--- src/rtl/fc_pkg.sv ---
// Shared definitions for the FC core feeder: FSM states and default widths.
// Imported by the feeder RTL, its bus interface and the bench.
package fc_pkg;

    localparam int IN_DATA_WIDTH_DEF = 9;
    localparam int ADDR_WIDTH_DEF    = 8;
    localparam int RESULT_MULT       = 4;

    typedef enum logic [2:0] {
        IDLE  = 3'd0,
        CLEAR = 3'd1,
        READ  = 3'd2,
        DRAIN = 3'd3,
        DONE  = 3'd4
    } fc_state_e;

    // The accumulator carries four times the operand width, so products and
    // long sums have headroom before wrapping.
    function automatic int result_width(input int data_width);
        return RESULT_MULT * data_width;
    endfunction

endpackage

--- src/rtl/fc_core_feeder_if.sv ---
// Bus bundle between the feeder and its node/weight buffers, FC core and controller.
// The master modport is the feeder's view; slave is the surrounding environment.
interface fc_core_feeder_if
    import fc_pkg::*;
#(
    parameter int IN_DATA_WIDTH = IN_DATA_WIDTH_DEF,
    parameter int ADDR_WIDTH    = ADDR_WIDTH_DEF
);
    localparam int RES_WIDTH = result_width(IN_DATA_WIDTH);

    logic                           i_start;
    logic [ADDR_WIDTH-1:0]          i_num_node;
    logic signed [IN_DATA_WIDTH-1:0] i_bias;

    logic                           o_node_ce;
    logic [ADDR_WIDTH-1:0]          o_node_addr;
    logic signed [IN_DATA_WIDTH-1:0] i_node_q;

    logic                           o_wegt_ce;
    logic [ADDR_WIDTH-1:0]          o_wegt_addr;
    logic signed [IN_DATA_WIDTH-1:0] i_wegt_q;

    logic                           o_core_run;
    logic                           o_core_valid;
    logic signed [IN_DATA_WIDTH-1:0] o_core_node;
    logic signed [IN_DATA_WIDTH-1:0] o_core_wegt;
    logic signed [IN_DATA_WIDTH-1:0] o_core_bias;
    logic                           i_core_valid;
    logic signed [RES_WIDTH-1:0]    i_core_result;

    logic                           o_idle;
    logic                           o_running;
    logic                           o_done;
    logic signed [RES_WIDTH-1:0]    o_result;

    modport master (
        input  i_start, i_num_node, i_bias,
        output o_node_ce, o_node_addr,
        input  i_node_q,
        output o_wegt_ce, o_wegt_addr,
        input  i_wegt_q,
        output o_core_run, o_core_valid, o_core_node, o_core_wegt, o_core_bias,
        input  i_core_valid, i_core_result,
        output o_idle, o_running, o_done, o_result
    );

    modport slave (
        output i_start, i_num_node, i_bias,
        input  o_node_ce, o_node_addr,
        output i_node_q,
        input  o_wegt_ce, o_wegt_addr,
        output i_wegt_q,
        input  o_core_run, o_core_valid, o_core_node, o_core_wegt, o_core_bias,
        output i_core_valid, i_core_result,
        input  o_idle, o_running, o_done, o_result
    );

endinterface

--- src/rtl/fc_core_feeder.sv ---
// Streams N node/weight pairs from two buffers into an FC accumulation core,
// injects the bias once, and captures the core result after the N-th accumulate.
module fc_core_feeder
    import fc_pkg::*;
#(
    parameter int IN_DATA_WIDTH = IN_DATA_WIDTH_DEF,
    parameter int ADDR_WIDTH    = ADDR_WIDTH_DEF
)(
    input  logic             clk,
    input  logic             reset,
    fc_core_feeder_if.master bus
);

    localparam int RES_WIDTH = result_width(IN_DATA_WIDTH);

    typedef logic [ADDR_WIDTH-1:0] addr_t;

    fc_state_e                       state_q, state_d;
    addr_t                           num_q, num_d;
    addr_t                           addr_q, addr_d;
    addr_t                           beat_q, beat_d;
    logic signed [IN_DATA_WIDTH-1:0] bias_q, bias_d;
    logic                            valid_q, valid_d;
    logic                            first_q, first_d;
    logic signed [RES_WIDTH-1:0]     result_q, result_d;

    logic read_ce;
    logic last_addr;
    logic beat_en;
    logic last_beat;

    always_ff @(posedge clk or posedge reset) begin
        if (reset) begin
            state_q  <= IDLE;
            num_q    <= '0;
            addr_q   <= '0;
            beat_q   <= '0;
            bias_q   <= '0;
            valid_q  <= 1'b0;
            first_q  <= 1'b0;
            result_q <= '0;
        end else begin
            state_q  <= state_d;
            num_q    <= num_d;
            addr_q   <= addr_d;
            beat_q   <= beat_d;
            bias_q   <= bias_d;
            valid_q  <= valid_d;
            first_q  <= first_d;
            result_q <= result_d;
        end
    end

    // Accumulate beats from the core only while a run is in flight; stray
    // valids in IDLE/CLEAR/DONE must not disturb the counter or the result.
    always_comb begin
        read_ce   = (state_q == READ);
        last_addr = (addr_q == (num_q - addr_t'(1)));
        beat_en   = bus.i_core_valid && ((state_q == READ) || (state_q == DRAIN));
        last_beat = beat_en && (beat_q == (num_q - addr_t'(1)));
    end

    always_comb begin
        state_d  = state_q;
        num_d    = num_q;
        addr_d   = addr_q;
        beat_d   = beat_q;
        bias_d   = bias_q;
        valid_d  = read_ce;
        first_d  = first_q;
        result_d = result_q;

        case (state_q)
            IDLE: begin
                if (bus.i_start) begin
                    state_d  = CLEAR;
                    num_d    = bus.i_num_node;
                    bias_d   = bus.i_bias;
                    result_d = '0;
                    addr_d   = '0;
                    beat_d   = '0;
                end
            end
            CLEAR: begin
                first_d = 1'b1;
                state_d = (num_q != '0) ? READ : DONE;
            end
            READ: begin
                addr_d = addr_q + addr_t'(1);
                if (last_addr) begin
                    state_d = DRAIN;
                end
            end
            DRAIN: begin
                state_d = DRAIN;
            end
            DONE: begin
                state_d = IDLE;
            end
            default: begin
                state_d = IDLE;
            end
        endcase

        // The bias rides only on the first operand beat of each run.
        if (valid_q) begin
            first_d = 1'b0;
        end

        if (beat_en) begin
            beat_d = beat_q + addr_t'(1);
            if (last_beat) begin
                result_d = bus.i_core_result;
                state_d  = DONE;
            end
        end
    end

    always_comb begin
        bus.o_node_ce    = read_ce;
        bus.o_wegt_ce    = read_ce;
        bus.o_node_addr  = read_ce ? addr_q : '0;
        bus.o_wegt_addr  = read_ce ? addr_q : '0;
        bus.o_core_run   = (state_q == CLEAR);
        bus.o_core_valid = valid_q;
        bus.o_core_node  = valid_q ? bus.i_node_q : '0;
        bus.o_core_wegt  = valid_q ? bus.i_wegt_q : '0;
        bus.o_core_bias  = (valid_q && first_q) ? bias_q : '0;
        bus.o_idle       = (state_q == IDLE);
        bus.o_running    = (state_q == CLEAR) || (state_q == READ) || (state_q == DRAIN);
        bus.o_done       = (state_q == DONE);
        bus.o_result     = result_q;
    end

endmodule

--- src/flat_wrapper.sv ---
// flat-port wrapper written by rule: the top's interface ports become plain ports
module fc_core_feeder_flat import fc_pkg::*;
#(
    parameter int IN_DATA_WIDTH = IN_DATA_WIDTH_DEF,
    parameter int ADDR_WIDTH    = ADDR_WIDTH_DEF
)
  (clk, reset, bus_i_start, bus_i_num_node, bus_i_bias, bus_o_node_ce, bus_o_node_addr, bus_i_node_q, bus_o_wegt_ce, bus_o_wegt_addr, bus_i_wegt_q, bus_o_core_run, bus_o_core_valid, bus_o_core_node, bus_o_core_wegt, bus_o_core_bias, bus_i_core_valid, bus_i_core_result, bus_o_idle, bus_o_running, bus_o_done, bus_o_result);
  fc_core_feeder_if #(.IN_DATA_WIDTH(IN_DATA_WIDTH), .ADDR_WIDTH(ADDR_WIDTH)) bus_i ();
  input  logic clk;
  input  logic reset;
  input wire logic [$bits(bus_i.i_start)-1:0] bus_i_start;
  input wire logic [$bits(bus_i.i_num_node)-1:0] bus_i_num_node;
  input wire logic [$bits(bus_i.i_bias)-1:0] bus_i_bias;
  output wire logic [$bits(bus_i.o_node_ce)-1:0] bus_o_node_ce;
  output wire logic [$bits(bus_i.o_node_addr)-1:0] bus_o_node_addr;
  input wire logic [$bits(bus_i.i_node_q)-1:0] bus_i_node_q;
  output wire logic [$bits(bus_i.o_wegt_ce)-1:0] bus_o_wegt_ce;
  output wire logic [$bits(bus_i.o_wegt_addr)-1:0] bus_o_wegt_addr;
  input wire logic [$bits(bus_i.i_wegt_q)-1:0] bus_i_wegt_q;
  output wire logic [$bits(bus_i.o_core_run)-1:0] bus_o_core_run;
  output wire logic [$bits(bus_i.o_core_valid)-1:0] bus_o_core_valid;
  output wire logic [$bits(bus_i.o_core_node)-1:0] bus_o_core_node;
  output wire logic [$bits(bus_i.o_core_wegt)-1:0] bus_o_core_wegt;
  output wire logic [$bits(bus_i.o_core_bias)-1:0] bus_o_core_bias;
  input wire logic [$bits(bus_i.i_core_valid)-1:0] bus_i_core_valid;
  input wire logic [$bits(bus_i.i_core_result)-1:0] bus_i_core_result;
  output wire logic [$bits(bus_i.o_idle)-1:0] bus_o_idle;
  output wire logic [$bits(bus_i.o_running)-1:0] bus_o_running;
  output wire logic [$bits(bus_i.o_done)-1:0] bus_o_done;
  output wire logic [$bits(bus_i.o_result)-1:0] bus_o_result;
  assign bus_i.i_start = bus_i_start;
  assign bus_i.i_num_node = bus_i_num_node;
  assign bus_i.i_bias = bus_i_bias;
  assign bus_o_node_ce = bus_i.o_node_ce;
  assign bus_o_node_addr = bus_i.o_node_addr;
  assign bus_i.i_node_q = bus_i_node_q;
  assign bus_o_wegt_ce = bus_i.o_wegt_ce;
  assign bus_o_wegt_addr = bus_i.o_wegt_addr;
  assign bus_i.i_wegt_q = bus_i_wegt_q;
  assign bus_o_core_run = bus_i.o_core_run;
  assign bus_o_core_valid = bus_i.o_core_valid;
  assign bus_o_core_node = bus_i.o_core_node;
  assign bus_o_core_wegt = bus_i.o_core_wegt;
  assign bus_o_core_bias = bus_i.o_core_bias;
  assign bus_i.i_core_valid = bus_i_core_valid;
  assign bus_i.i_core_result = bus_i_core_result;
  assign bus_o_idle = bus_i.o_idle;
  assign bus_o_running = bus_i.o_running;
  assign bus_o_done = bus_i.o_done;
  assign bus_o_result = bus_i.o_result;
  fc_core_feeder #(.IN_DATA_WIDTH(IN_DATA_WIDTH), .ADDR_WIDTH(ADDR_WIDTH)) u_core (.clk(clk), .reset(reset), .bus(bus_i));
endmodule
--- config.mk ---
export PLATFORM = sky130hd
export DESIGN_NAME = fc_core_feeder_flat
export DESIGN_NICKNAME = d
export VERILOG_FILES = /design/src/rtl/fc_pkg.sv /design/src/rtl/fc_core_feeder_if.sv /design/src/rtl/fc_core_feeder.sv /design/src/flat_wrapper.sv
export SDC_FILE = /design/constraint.sdc
export NUM_CORES = 1
export LEC_CHECK = 0
export BUFFER_PORTS_ARGS = -buffer_cell sky130_fd_sc_hd__clkbuf_2
export CORE_MARGIN = 4
export CORE_UTILIZATION = 54
export CTS_BUF_LIST = sky130_fd_sc_hd__clkbuf_8
export DETAILED_ROUTE_END_ITERATION = 12
export PLACE_DENSITY = 0.93
export SLEW_MARGIN = 30
export SYNTH_ARGS = -nofsm -noshare
export SYNTH_HDL_FRONTEND = slang
export SYNTH_SLANG_ARGS = --single-unit
--- constraint.sdc ---
create_clock -name clk -period 3.5 [get_ports clk]
set_input_delay 0.525 -clock clk [delete_from_list [all_inputs] [get_ports clk]]
set_output_delay 0.525 -clock clk [all_outputs]
set_load 0.05 [all_outputs]
==> metrics.md <==
| Metric | Value |
|---|---|
| Synth Area in Simple Gates | `22.1%` |
| Vias/cell | `5.03` |
| Yosys warns | `0` |
| Clock Skew | `0.00916 ns` |
| RSZ-0062 raised after global routing | `false` |
| Ant diodes | `0` |
| Post-synthesis mux area share | `9.05%` |
| Cells after DPL | `660` |
| Register area share after synthesis | `46.5%` |
| Non-Filler Instances | `675` |
| Worst EP required | `3.76 ns` |
| Yosys top cell by area | `dfrtp_1` |
| CP cell instances | `or4_1, nor4_2, xnor3_1, nand4_1, buf_4, mux2i_1` |
| Nets | `651` |
| Status | `completed` |
| CP max FO | `36` |
| Final max-slew violation count | `0` |
| First-pass GRT wire length | `15100 µm` |
| Register bit total from synthesis | `74` |
| Post-synth top flop | `dfrtp_1` |
| Arr. time, crit path | `2.91 ns` |
| IO Count | `161` |
| Crit path capture type | `flip-flop` |
| Initial antenna violation count | `0` |
| Fin area | `4970 µm²` |
| Core footprint | `7210 µm²` |
| Main combinational cell family by area after synthesis | `simple AND/OR/NAND/NOR gates` |
| Crit path largest cell delay | `0.62 ns` |
| Inserted Clock Buffers | `9` |
| Crit path max-delay family | `simple AND/OR/NAND/NOR gates` |
| FP Rows | `31` |
| CP Launch Type | `flip-flop` |
| GR Overflow Total | `0` |
| Num Clock Sinks | `74` |
| Clk root buf | `clkbuf_8` |
| Clk_lat worst skew | `0.34 ns` |
| Post-Synth XOR/XNOR Area | `6.66%` |
| Initial Util | `55.2%` |
| HP Class | `in -> async` |
| Critical path buffers and inverters | `1` |
| Area growth syn-to-layout | `24.9%` |
| DIE AREA | `8810 µm²` |
| Pre-antenna DRT Iters | `4` |
| Number of synthesized flops with an enable pin | `0` |
| CTS tree | `built` |
| Fin util | `68.9%` |
| Ys async rst share | `100%` |
| Layout cells sized above 1 | `32.8%` |
| Netlist cell types | `41` |
| Adder-cell area share of the yosys netlist | `1.26%` |
| Final number of setup-violating endpoints | `0` |
| Worst-path clk slew | `0.08 ns` |
| Fmax | `0.377 GHz` |
| Slew HR | `56.9%` |
| Routed Antenna Nets | `0` |
| Largest net degree at the start of global routing | `75` |
| RePlAce Congestion | `0.806` |
| Crit path max-delay cell type | `or4_1` |
| Mean Syn Cell Area | `9.39 µm²` |
| Syn Nets | `503` |
| Pleak | `0.00301 µW` |
| CTS Hold Bufs | `0` |
| Syn Std Cell Area | `3980 µm²` |
| Synth Area in Compound Gates | `5.28%` |
| Fin crit share | `75.8%` |
| CTS max path bufs | `2` |
| Drt drc | `0` |
| Buffers on Ports | `160` |
| WL final | `9480 µm` |
| Die X | `93.9 µm` |
| Via count | `3393` |
| Hpwl dp | `7090 µm` |
| Crit Path Category | `reg -> reg` |
| Post-CTS Setup Bufs | `0` |
| Synth Instances | `424` |
| Area post-placement | `4750 µm²` |
| Hold Vio Cnt, Final | `0` |
| Synth area leaders | `dfrtp_1 47%, mux2i_1 9.1%, nand2_1 8.9%, and2_1 4.4%, inv_1 3.9%` |
| CTS H-tree depth | `3` |
| Worst Tran Pin Value | `0.647 ns` |
| Wire per inst | `14.0 µm` |
| VDD IR max | `0.000299 V` |
| Iter 0 DRT Violations | `139` |
| Fin crit period | `2.65 ns` |
| Setup TNS | `0 ns` |
| Area share of the largest cell type after synthesis | `46.5%` |
| Power per cell area | `818 nW/µm²` |
| Number of global-route vias before repair | `3289` |
| Cts repair resizes | `0` |
| Max-cap viol count | `0` |
| Pwr Total | `4070 µW` |
| Die Height | `93.9 µm` |
| Global Route Usage Sum | `21.7%` |
==> cell type report <==
cell class	count	area (µm²)
Clock buffer	10	138
Sequential cell	74	1850
Timing Repair Buffer	166	850
Multi-Input combinational cell	279	1770
Tap cell	99	124
Inverter	42	158
Clock inverter	5	78.8
Fill cell	538	2240
==> where the power goes <==
group	switching [µW]	internal, µW	leakage (µW)
Combinational	1350	637	0.00192
Sequential	281	1080	0.000977
Clock	297	415	0.000112
Total	1930	2130	0.00301
==> kinds of logic after synthesis <==
logic type / after synthesis
adders and majority gates: 4
xor gates and xnor gates: 24
and+or+nand+nor: 180
muxes: 36
AOI/OAI and AO/OA: 35
buffers and inverters: 71
DFF: 74
==> metrics by stage <==
step	setup slack [ns]	hold slack [ns]
2_1_floorplan	0.344	0.437
3_5_place_dp	0.866	0.455
3_3_place_gp	1.01	0.449
5_1_grt	0.704	0.371
4_1_cts	0.833	0.370
6_report	0.848	0.334
==> layer usage <==
layer	up-vias	GRT usage, %	routed length (µm)
li1	1662	-	-
met1	1594	25.9	3710
met2	123	37.5	4900
met3	14	5.45	708
met4	0	8.18	152
met5	-	0	0
==> registers in the layout, indices dropped and copies added, names as in the netlist <==
name	flops
u_core.addr_q	8
u_core.bus.o_result	36
u_core.first_q	1
u_core.state_q	3
u_core.beat_q	8
u_core.bus.o_core_valid	1
u_core.num_q	8
u_core.bias_q	9
==> cell usage in the layout, fill, tap and decap left out, drive strengths merged, types with 6 or more instances in the layout <==
cell and n:
clkbuf 170, nand2 94, dfrtp 74, inv 42
mux2i 36, and2 28, o21ai 24, nor2 15
and3 13, xnor2 11, xor2 9, nand4 7
nand3 6, buf 6
==> tightest hold or removal path: cells and delay by family <==
family   cells  cell delay, ns
buf+inv      3            0.63
==> synthesized netlist by cell type, types with 2 or more instances <==
cell type	count
xnor2_1	11
inv_1	41
xnor3_1	4
clkbuf_1	15
a22o_1	2
nand2_1	94
o31ai_1	2
buf_4	9
buf_6	2
and3_1	13
nand4_1	7
o21ai_1	22
nand3b_1	2
and2_1	28
ha_1	4
mux2i_1	36
xor2_1	9
nand3_1	6
nor3_1	4
a31oi_1	2
buf_12	3
o21ai_0	2
dfrtp_1	74
nor2_1	15
==> path summary, 6_finish.rpt <==
check	startpoint	end	slack (ns)	cells after the start
max	u_core.num_q[2]$_DFFE_PP0P_	u_core.bus.o_result[32]$_DFF_PP0_	0.85	6
min	reset	u_core.bias_q[0]$_DFFE_PP0P_	0.33	3
max reg2reg	u_core.num_q[2]$_DFFE_PP0P_	u_core.bus.o_result[32]$_DFF_PP0_	0.85	6
min reg2reg	u_core.bias_q[0]$_DFFE_PP0P_	u_core.bias_q[0]$_DFFE_PP0P_	0.47	2
max in group asynchronous	reset	u_core.num_q[0]$_DFFE_PP0P_	2.72	3
min in group clk	bus_i_bias[0]	u_core.bias_q[0]$_DFFE_PP0P_	0.38	3
(Power assumes the default switching activity.)
